### src/rtl/tcdm_demux_pkg.sv
// Shared types and elaboration helpers for the TCDM request demultiplexer.
//   log2 / clog2 : constant functions for sizing select and counter fields.
//   sel_width    : slave-select field width for a given slave count.
//   req_t        : request payload bundle (address, wen, wdata, be) at default widths.
package tcdm_demux_pkg;

  // Floor log2; exact for the power-of-two slave counts this block supports.
  function automatic int unsigned log2(input int unsigned n);
    int unsigned r;
    r = 0;
    for (int unsigned i = 1; i < 32; i++) begin
      if ((n >> i) != 0) r = i;
    end
    return r;
  endfunction

  // Ceiling log2, used to size counters that must hold the value n-1.
  function automatic int unsigned clog2(input int unsigned n);
    int unsigned r;
    r = 0;
    for (int unsigned i = 0; i < 31; i++) begin
      if ((32'd1 << i) < n) r = i + 1;
    end
    return r;
  endfunction

  function automatic int unsigned sel_width(input int unsigned n_slave);
    return (n_slave > 1) ? log2(n_slave) : 1;
  endfunction

  localparam int unsigned N_SLAVE_DEF    = 4;
  localparam int unsigned ADDR_WIDTH_DEF = 32;
  localparam int unsigned DATA_WIDTH_DEF = 32;
  localparam int unsigned BE_WIDTH_DEF   = DATA_WIDTH_DEF / 8;
  localparam int unsigned SEL_W          = sel_width(N_SLAVE_DEF);

  typedef struct packed {
    logic [ADDR_WIDTH_DEF-1:0] add;
    logic                      wen;
    logic [DATA_WIDTH_DEF-1:0] wdata;
    logic [BE_WIDTH_DEF-1:0]   be;
  } req_t;

endpackage

### src/rtl/tcdm_req_demux_if.sv
// Bundle of every bus signal around the request demux: the master-side request/response
// channel and the per-slave fan-out. Names keep the demux's point of view (_i into it, _o out).
//   slave  modport : the demux itself.
//   master modport : whatever drives the master side and models the slaves.
interface tcdm_req_demux_if #(
  parameter int unsigned N_SLAVE    = 4,
  parameter int unsigned ADDR_WIDTH = 32,
  parameter int unsigned DATA_WIDTH = 32,
  parameter int unsigned BE_WIDTH   = DATA_WIDTH / 8
);
  // Master side
  logic                  data_req_i;
  logic [ADDR_WIDTH-1:0] data_add_i;
  logic                  data_wen_i;
  logic [DATA_WIDTH-1:0] data_wdata_i;
  logic [BE_WIDTH-1:0]   data_be_i;
  logic                  data_gnt_o;
  logic                  data_r_valid_o;
  logic [DATA_WIDTH-1:0] data_r_rdata_o;
  // Slave side
  logic [N_SLAVE-1:0]                 data_req_o;
  logic [ADDR_WIDTH-1:0]              data_add_o;
  logic                               data_wen_o;
  logic [DATA_WIDTH-1:0]              data_wdata_o;
  logic [BE_WIDTH-1:0]                data_be_o;
  logic [N_SLAVE-1:0]                 data_gnt_i;
  logic [N_SLAVE-1:0]                 data_r_valid_i;
  logic [N_SLAVE-1:0][DATA_WIDTH-1:0] data_r_rdata_i;

  modport slave (
    input  data_req_i, data_add_i, data_wen_i, data_wdata_i, data_be_i,
    input  data_gnt_i, data_r_valid_i, data_r_rdata_i,
    output data_gnt_o, data_r_valid_o, data_r_rdata_o,
    output data_req_o, data_add_o, data_wen_o, data_wdata_o, data_be_o
  );

  modport master (
    output data_req_i, data_add_i, data_wen_i, data_wdata_i, data_be_i,
    output data_gnt_i, data_r_valid_i, data_r_rdata_i,
    input  data_gnt_o, data_r_valid_o, data_r_rdata_o,
    input  data_req_o, data_add_o, data_wen_o, data_wdata_o, data_be_o
  );
endinterface

### src/rtl/tcdm_outstanding_tracker.sv
// Outstanding-transaction bookkeeping for the request demux.
//   clk_i, rst_i : clock, asynchronous active-high reset.
//   tgt_i        : slave selected by the current request address.
//   push_i       : request granted this cycle.
//   pop_i        : response forwarded to the master this cycle.
//   r_valid_i    : raw per-slave response valids, used for protocol error detection.
//   allow_o      : current request may be presented to its slave.
//   cur_tgt_o    : slave owning the in-flight transactions.
//   cnt_nz_o     : at least one transaction in flight.
//   err_o        : sticky flag for responses nobody asked for.
module tcdm_outstanding_tracker
  import tcdm_demux_pkg::*;
#(
  parameter int unsigned N_SLAVE         = 4,
  parameter int unsigned MAX_OUTSTANDING = 4,
  parameter int unsigned SelW            = sel_width(N_SLAVE)
) (
  input  logic               clk_i,
  input  logic               rst_i,
  input  logic [SelW-1:0]    tgt_i,
  input  logic               push_i,
  input  logic               pop_i,
  input  logic [N_SLAVE-1:0] r_valid_i,
  output logic               allow_o,
  output logic [SelW-1:0]    cur_tgt_o,
  output logic               cnt_nz_o,
  output logic               err_o
);
  localparam int unsigned CntW = clog2(MAX_OUTSTANDING + 1);

  logic [CntW-1:0] cnt_d, cnt_q;
  logic [SelW-1:0] cur_tgt_d, cur_tgt_q;
  logic            err_d, err_q;
  logic            spurious;

  always_comb begin
    cnt_nz_o = (cnt_q != '0);
    // No bypass at full: a pop in the same cycle does not reopen the gate.
    allow_o  = !cnt_nz_o || ((tgt_i == cur_tgt_q) && (cnt_q < CntW'(MAX_OUTSTANDING)));
    if (!cnt_nz_o) spurious = |r_valid_i;
    else           spurious = |(r_valid_i & ~(N_SLAVE'(1) << cur_tgt_q));
  end

  always_comb begin
    cnt_d     = cnt_q;
    cur_tgt_d = cur_tgt_q;
    err_d     = err_q | spurious;
    case ({push_i, pop_i})
      2'b10:   cnt_d = cnt_q + CntW'(1);
      2'b01:   cnt_d = cnt_q - CntW'(1);
      default: cnt_d = cnt_q;
    endcase
    if (push_i) cur_tgt_d = tgt_i;
  end

  always_ff @(posedge clk_i or posedge rst_i) begin
    if (rst_i) begin
      cnt_q     <= '0;
      cur_tgt_q <= '0;
      err_q     <= 1'b0;
    end else begin
      cnt_q     <= cnt_d;
      cur_tgt_q <= cur_tgt_d;
      err_q     <= err_d;
    end
  end

  assign cur_tgt_o = cur_tgt_q;
  assign err_o     = err_q;
endmodule

### src/rtl/tcdm_req_demux.sv
// Routes one master's TCDM request channel to one of N_SLAVE slaves chosen by address bank
// bits, and returns responses in order. Requests to a different slave stall until every
// response from the current slave has come back.
//   clk_i, rst_i : clock, asynchronous active-high reset.
//   bus_io       : master request/response channel plus per-slave fan-out (slave modport).
//   err_o        : sticky flag, set by any response not matching an outstanding request.
module tcdm_req_demux
  import tcdm_demux_pkg::*;
#(
  parameter int unsigned N_SLAVE         = 4,
  parameter int unsigned ADDR_WIDTH      = 32,
  parameter int unsigned DATA_WIDTH      = 32,
  parameter int unsigned BE_WIDTH        = DATA_WIDTH / 8,
  parameter int unsigned BANK_OFFSET     = 2,
  parameter int unsigned MAX_OUTSTANDING = 4
) (
  input  logic                     clk_i,
  input  logic                     rst_i,
  tcdm_req_demux_if.slave          bus_io,
  output logic                     err_o
);
  localparam int unsigned SelW = sel_width(N_SLAVE);

  logic [ADDR_WIDTH-1:0] add;
  logic [DATA_WIDTH-1:0] wdata;
  logic [BE_WIDTH-1:0]   be;
  logic [DATA_WIDTH-1:0] rdata;
  logic [SelW-1:0]       tgt, cur_tgt;
  logic                  allow, cnt_nz, push, pop;

  assign add   = bus_io.data_add_i;
  assign wdata = bus_io.data_wdata_i;
  assign be    = bus_io.data_be_i;
  assign tgt   = add[BANK_OFFSET +: SelW];

  // Payload is broadcast; only the per-slave request line is steered.
  assign bus_io.data_add_o   = add;
  assign bus_io.data_wen_o   = bus_io.data_wen_i;
  assign bus_io.data_wdata_o = wdata;
  assign bus_io.data_be_o    = be;

  always_comb begin
    bus_io.data_req_o      = '0;
    bus_io.data_req_o[tgt] = bus_io.data_req_i & allow;
    bus_io.data_gnt_o      = bus_io.data_req_i & allow & bus_io.data_gnt_i[tgt];
    push                   = bus_io.data_gnt_o;
  end

  // Only the owning slave's response is forwarded, and only while something is in flight.
  always_comb begin
    pop   = bus_io.data_r_valid_i[cur_tgt] & cnt_nz;
    rdata = cnt_nz ? bus_io.data_r_rdata_i[cur_tgt] : '0;
  end

  assign bus_io.data_r_valid_o = pop;
  assign bus_io.data_r_rdata_o = rdata;

  tcdm_outstanding_tracker #(
    .N_SLAVE        (N_SLAVE),
    .MAX_OUTSTANDING(MAX_OUTSTANDING),
    .SelW           (SelW)
  ) u_tracker (
    .clk_i    (clk_i),
    .rst_i    (rst_i),
    .tgt_i    (tgt),
    .push_i   (push),
    .pop_i    (pop),
    .r_valid_i(bus_io.data_r_valid_i),
    .allow_o  (allow),
    .cur_tgt_o(cur_tgt),
    .cnt_nz_o (cnt_nz),
    .err_o    (err_o)
  );
endmodule

### src/flat_wrapper.sv
// flat-port wrapper written by rule: the top's interface ports become plain ports
module tcdm_req_demux_flat import tcdm_demux_pkg::*;
#(
  parameter int unsigned N_SLAVE         = 4,
  parameter int unsigned ADDR_WIDTH      = 32,
  parameter int unsigned DATA_WIDTH      = 32,
  parameter int unsigned BE_WIDTH        = DATA_WIDTH / 8,
  parameter int unsigned BANK_OFFSET     = 2,
  parameter int unsigned MAX_OUTSTANDING = 4
)
  (clk_i, rst_i, err_o, bus_io_data_req_i, bus_io_data_add_i, bus_io_data_wen_i, bus_io_data_wdata_i, bus_io_data_be_i, bus_io_data_gnt_i, bus_io_data_r_valid_i, bus_io_data_r_rdata_i, bus_io_data_gnt_o, bus_io_data_r_valid_o, bus_io_data_r_rdata_o, bus_io_data_req_o, bus_io_data_add_o, bus_io_data_wen_o, bus_io_data_wdata_o, bus_io_data_be_o);
  tcdm_req_demux_if #(.N_SLAVE(N_SLAVE), .ADDR_WIDTH(ADDR_WIDTH), .DATA_WIDTH(DATA_WIDTH), .BE_WIDTH(BE_WIDTH)) bus_io_i ();
  input  logic clk_i;
  input  logic rst_i;
  output logic err_o;
  input wire logic [$bits(bus_io_i.data_req_i)-1:0] bus_io_data_req_i;
  input wire logic [$bits(bus_io_i.data_add_i)-1:0] bus_io_data_add_i;
  input wire logic [$bits(bus_io_i.data_wen_i)-1:0] bus_io_data_wen_i;
  input wire logic [$bits(bus_io_i.data_wdata_i)-1:0] bus_io_data_wdata_i;
  input wire logic [$bits(bus_io_i.data_be_i)-1:0] bus_io_data_be_i;
  input wire logic [$bits(bus_io_i.data_gnt_i)-1:0] bus_io_data_gnt_i;
  input wire logic [$bits(bus_io_i.data_r_valid_i)-1:0] bus_io_data_r_valid_i;
  input wire logic [$bits(bus_io_i.data_r_rdata_i)-1:0] bus_io_data_r_rdata_i;
  output wire logic [$bits(bus_io_i.data_gnt_o)-1:0] bus_io_data_gnt_o;
  output wire logic [$bits(bus_io_i.data_r_valid_o)-1:0] bus_io_data_r_valid_o;
  output wire logic [$bits(bus_io_i.data_r_rdata_o)-1:0] bus_io_data_r_rdata_o;
  output wire logic [$bits(bus_io_i.data_req_o)-1:0] bus_io_data_req_o;
  output wire logic [$bits(bus_io_i.data_add_o)-1:0] bus_io_data_add_o;
  output wire logic [$bits(bus_io_i.data_wen_o)-1:0] bus_io_data_wen_o;
  output wire logic [$bits(bus_io_i.data_wdata_o)-1:0] bus_io_data_wdata_o;
  output wire logic [$bits(bus_io_i.data_be_o)-1:0] bus_io_data_be_o;
  assign bus_io_i.data_req_i = bus_io_data_req_i;
  assign bus_io_i.data_add_i = bus_io_data_add_i;
  assign bus_io_i.data_wen_i = bus_io_data_wen_i;
  assign bus_io_i.data_wdata_i = bus_io_data_wdata_i;
  assign bus_io_i.data_be_i = bus_io_data_be_i;
  assign bus_io_i.data_gnt_i = bus_io_data_gnt_i;
  assign bus_io_i.data_r_valid_i = bus_io_data_r_valid_i;
  assign bus_io_i.data_r_rdata_i = bus_io_data_r_rdata_i;
  assign bus_io_data_gnt_o = bus_io_i.data_gnt_o;
  assign bus_io_data_r_valid_o = bus_io_i.data_r_valid_o;
  assign bus_io_data_r_rdata_o = bus_io_i.data_r_rdata_o;
  assign bus_io_data_req_o = bus_io_i.data_req_o;
  assign bus_io_data_add_o = bus_io_i.data_add_o;
  assign bus_io_data_wen_o = bus_io_i.data_wen_o;
  assign bus_io_data_wdata_o = bus_io_i.data_wdata_o;
  assign bus_io_data_be_o = bus_io_i.data_be_o;
  tcdm_req_demux #(.N_SLAVE(N_SLAVE), .ADDR_WIDTH(ADDR_WIDTH), .DATA_WIDTH(DATA_WIDTH), .BE_WIDTH(BE_WIDTH), .BANK_OFFSET(BANK_OFFSET), .MAX_OUTSTANDING(MAX_OUTSTANDING)) u_core (.clk_i(clk_i), .rst_i(rst_i), .bus_io(bus_io_i), .err_o(err_o));
endmodule
### config.mk
export PLATFORM = sky130hd
export DESIGN_NAME = tcdm_req_demux_flat
export DESIGN_NICKNAME = d
export VERILOG_FILES = /design/src/rtl/tcdm_demux_pkg.sv /design/src/rtl/tcdm_req_demux_if.sv /design/src/rtl/tcdm_outstanding_tracker.sv /design/src/rtl/tcdm_req_demux.sv /design/src/flat_wrapper.sv
export SDC_FILE = /design/constraint.sdc
export NUM_CORES = 1
export LEC_CHECK = 0
export BUFFER_PORTS_ARGS = -buffer_cell sky130_fd_sc_hd__buf_4
export CAP_MARGIN = 40
export CELL_PAD_IN_SITES_DETAIL_PLACEMENT = 1
export CELL_PAD_IN_SITES_GLOBAL_PLACEMENT = 2
export CORE_MARGIN = 5
export CORE_UTILIZATION = 14
export CTS_CLUSTER_SIZE = 40
export DETAILED_ROUTE_END_ITERATION = 12
export GPL_ROUTABILITY_DRIVEN = 0
export MAX_ROUTING_LAYER = met4
export PLACE_DENSITY = 0.9
export SYNTH_ARGS = -nofsm -noshare
export SYNTH_HDL_FRONTEND = slang
export SYNTH_SLANG_ARGS = --single-unit
export TNS_END_PERCENT = 100
### constraint.sdc
create_clock -name clk_i -period 5.09 [get_ports clk_i]
set_clock_uncertainty 0.15 [all_clocks]
set_input_delay 0.2545 -clock clk_i [delete_from_list [all_inputs] [get_ports clk_i]]
set_output_delay 0.2545 -clock clk_i [all_outputs]
set_load 0.01 [all_outputs]
==> impl_metrics.tcl <==
set metrics [dict create \
    path_class "register to register" \
    synth_top_area_share_pct 36.6 \
    yosys-top-cells-area "mux4_2, buf_4, dfrtp_1, and2b_1, nor2b_1" \
    crit_required_ns 5.05 \
    drtIter0Drc 16 \
    die_height_um 130 \
    worst-r2r-setup-slack_ns 2.28 \
    final_util_pct 22.0 \
    gr-total-overflow 0 \
    multiInputGateArea_sq_mm 0.00126 \
    syn_to_final_growth_pct 55.5 \
    synth_area_sq_mm 0.00203 \
    rsz0062_at_grt "false" \
    holdPathEnd "u_core.u_tracker.err_o" \
    synth_cells 193 \
    wl_per_cell_um 16.8 \
    arrival_ns 2.77 \
    worst_setup_path_end_kind "register" \
    final_max_slew_viol_count 0 \
    timing.rr.start "u_core.u_tracker.cur_tgt_o[1]" \
    outcome "finished, final reports clean" \
    route.detailed.drc 0 \
    drt_wl_total_um 8150 \
    worst_pin_slew_ns 0.605 \
    slew_headroom_pct 59.7 \
    fmax_mhz 356 \
    die_area_sq_mm 0.0170 \
    min_period_over_period_pct 55.3 \
    synth_fp_nets 403 \
    slowest_delay_ns 0.68 \
    antenna_found_initial 0 \
    r2r_cells 11 \
    grt_max_degree 36 \
    synth_seq_cells 6 \
    nets 511 \
    power_density_mw_per_mm2 461 \
    vdd_drop_max_mv 0.185 \
    cts_inserted_buffers 3 \
    num-fill-cells 1691 \
    r2r_end "u_core.u_tracker.cnt_q[2]" \
    postCtsSetupRepairBufs 0 \
    path_cells "buf_16 > xnor2_1 > a22oi_2 > a2111oi_4 > inv_1 > ha_1 > inv_1 > fa_1 > xor2_1 > nor2_1 > xor2_1" \
    p_leak_nw 1.44 \
    initial_core_util_pct 14.1 \
    dr.pass1.iters 4 \
    timing.final.hold_violations 0 \
    clk_latency_ns 0.23 \
    ios 316 \
    clock-sinks 6 \
    drive_gt1_share_pct 76.0 \
    synth.avg_cell_area_sq_um 10.5 \
    htreeDepth 1 \
    die_x_um 130 \
    cts-root-buf "clkbuf_16" \
    max-clock-path-buffers 2 \
    ys_types 29 \
    clk_pin_slew_ns 0.04 \
    hp-start "bus_io_data_r_valid_i[1]" \
    seq_area_sq_um 153 \
    grt_pass1_vias 2082 \
    port_buffers 181 \
    coreArea_sq_mm 0.0144 \
    tritoncts "yes" \
    min_period_ns 2.81 \
    ant_nets 0 \
    num_rows 44 \
    dp_hpwl_um 7040 \
    viasPerCell 3.92 \
    cts_resized 0 \
    netlist.top_cell.by_area "mux4_2" \
    max_cap_violations 0 \
    cp_slowest_cell "dfrtp_2" \
    yosys_warnings 0 \
    vias 1896 \
    hp-class "input port to register" \
    ctsHoldBuffers 1 \
    gr-usage-all-layers_pct 8.57 \
    cp-start-kind "register" \
    setup_viol 0 \
    min_path_cells 2 \
    ys_seq_area_share_pct 7.40 \
    tns_ns 0 \
    crit_fanout 21 \
    grt_pass1_wl_um 11100 \
    antennaDiodeCount 0 \
]
[layout make-up]
class | instances | share of cell area (%)
Clock buffer | 4 | 2.50
Inverter | 6 | 0.714
Multi-Input combinational cell | 99 | 39.9
Sequential cell | 6 | 4.84
Tap cell | 184 | 7.30
Timing Repair Buffer | 185 | 44.7
[placed cells by master, fill, tap and decap left out, drive strengths merged, types with 3 or more instances in the layout]
cell type,Yosys,final
inv,6,6
buf,79,184
o21ai,3,3
and2b,17,17
dfrtp,6,6
nor2b,17,17
xnor2,3,3
clkbuf,3,4
mux4,33,33
nand2,3,3
[sequential cells by signal, indices dropped and copies added (netlist names)]
register,flops
u_core.u_tracker.cnt_q,3
u_core.u_tracker.cur_tgt_o,2
u_core.u_tracker.err_o,1
[critical path, delay by kind of cell, from the launching register on]
kind | cells | cell delay, ns
AOI/OAI and AO/OA | 2 | 0.51
xor gates and xnor gates | 3 | 0.46
buffers and inverters | 3 | 0.39
and+or+nand+nor | 1 | 0.07
adders and majority gates | 2 | 0.42
DFF | 1 | 0.68
[routing by layer]
| layer | wire (um) | vias up | share of wire [%] | track usage (%) |
|---|---|---|---|---|
| li1 | - | 831 | - | - |
| met1 | 2620 | 894 | 32 | 8.72 |
| met2 | 4220 | 145 | 52 | 15.8 |
| met3 | 1110 | 26 | 14 | 2.56 |
| met4 | 193 | 0 | 2.4 | 2.72 |
| met5 | 0 | - | 0 | - |
[cells by family (layout without fill, tap and decap cells)]
group	after synthesis	count (layout)	synth area share, %
AND/OR/NAND/NOR	48	48	15.7
flip-flops	6	6	7.40
buffers and inverters	88	195	30.8
adder cells (fa/ha/maj)	2	2	1.60
XOR/XNOR	5	5	2.16
AO/OA/AOI/OAI	8	8	4.01
multiplexers	36	36	38.3
[through the flow]
stage               hold WS [ns]  power (W)  setup WS (ns)  std cells  cell area, sq um
global placement          0.0520    0.00129           2.30        478              3040
CTS                        0.107    0.00150           2.24        484              3160
detailed placement        0.0532    0.00136           2.26        479              3070
floorplan                 -0.105   0.000900           2.81        193              2030
global route               0.105    0.00157           2.09        484              3160
finish                     0.107    0.00145           2.28        484              3160
[cell usage after synthesis]
master,instances
buf_4,73
mux4_2,33
and2b_1,17
nor2b_1,17
dfrtp_1,6
inv_1,6
buf_2,4
clkbuf_1,3
nand2_1,3
o21ai_0,3
xnor2_1,3
buf_6,2
mux2i_1,2
nand2b_1,2
nor2_1,2
nor3_1,2
nor3b_1,2
xor2_1,2
a2111o_1,1
a2111oi_4,1
a211oi_1,1
a21boi_0,1
a22oi_2,1
and4bb_2,1
fa_1,1
ha_1,1
mux2_4,1
or2_2,1
or4b_1,1
[how the worst max path moves through the flow]
stage | start | cells after the start | endpoint
after floorplan | u_core.u_tracker.cur_tgt_o[0] | 9 | u_core.u_tracker.cnt_q[2]
after global routing | u_core.u_tracker.cur_tgt_o[1] | 11 | u_core.u_tracker.cnt_q[2]
after detailed placement | u_core.u_tracker.cur_tgt_o[1] | 11 | u_core.u_tracker.cnt_q[2]
after CTS | u_core.u_tracker.cur_tgt_o[1] | 11 | u_core.u_tracker.cnt_q[2]
final | u_core.u_tracker.cur_tgt_o[1] | 11 | u_core.u_tracker.cnt_q[2]
after global placement | u_core.u_tracker.cur_tgt_o[1] | 10 | u_core.u_tracker.cnt_q[2]
[report_power, final]
part	total [W]	switching [W]	internal [W]
clock	0.000133	0.0000288	0.000104
combinational	0.00118	0.000488	0.000696
sequential	0.000136	0.0000641	0.0000720
(Power assumes the default switching activity.)
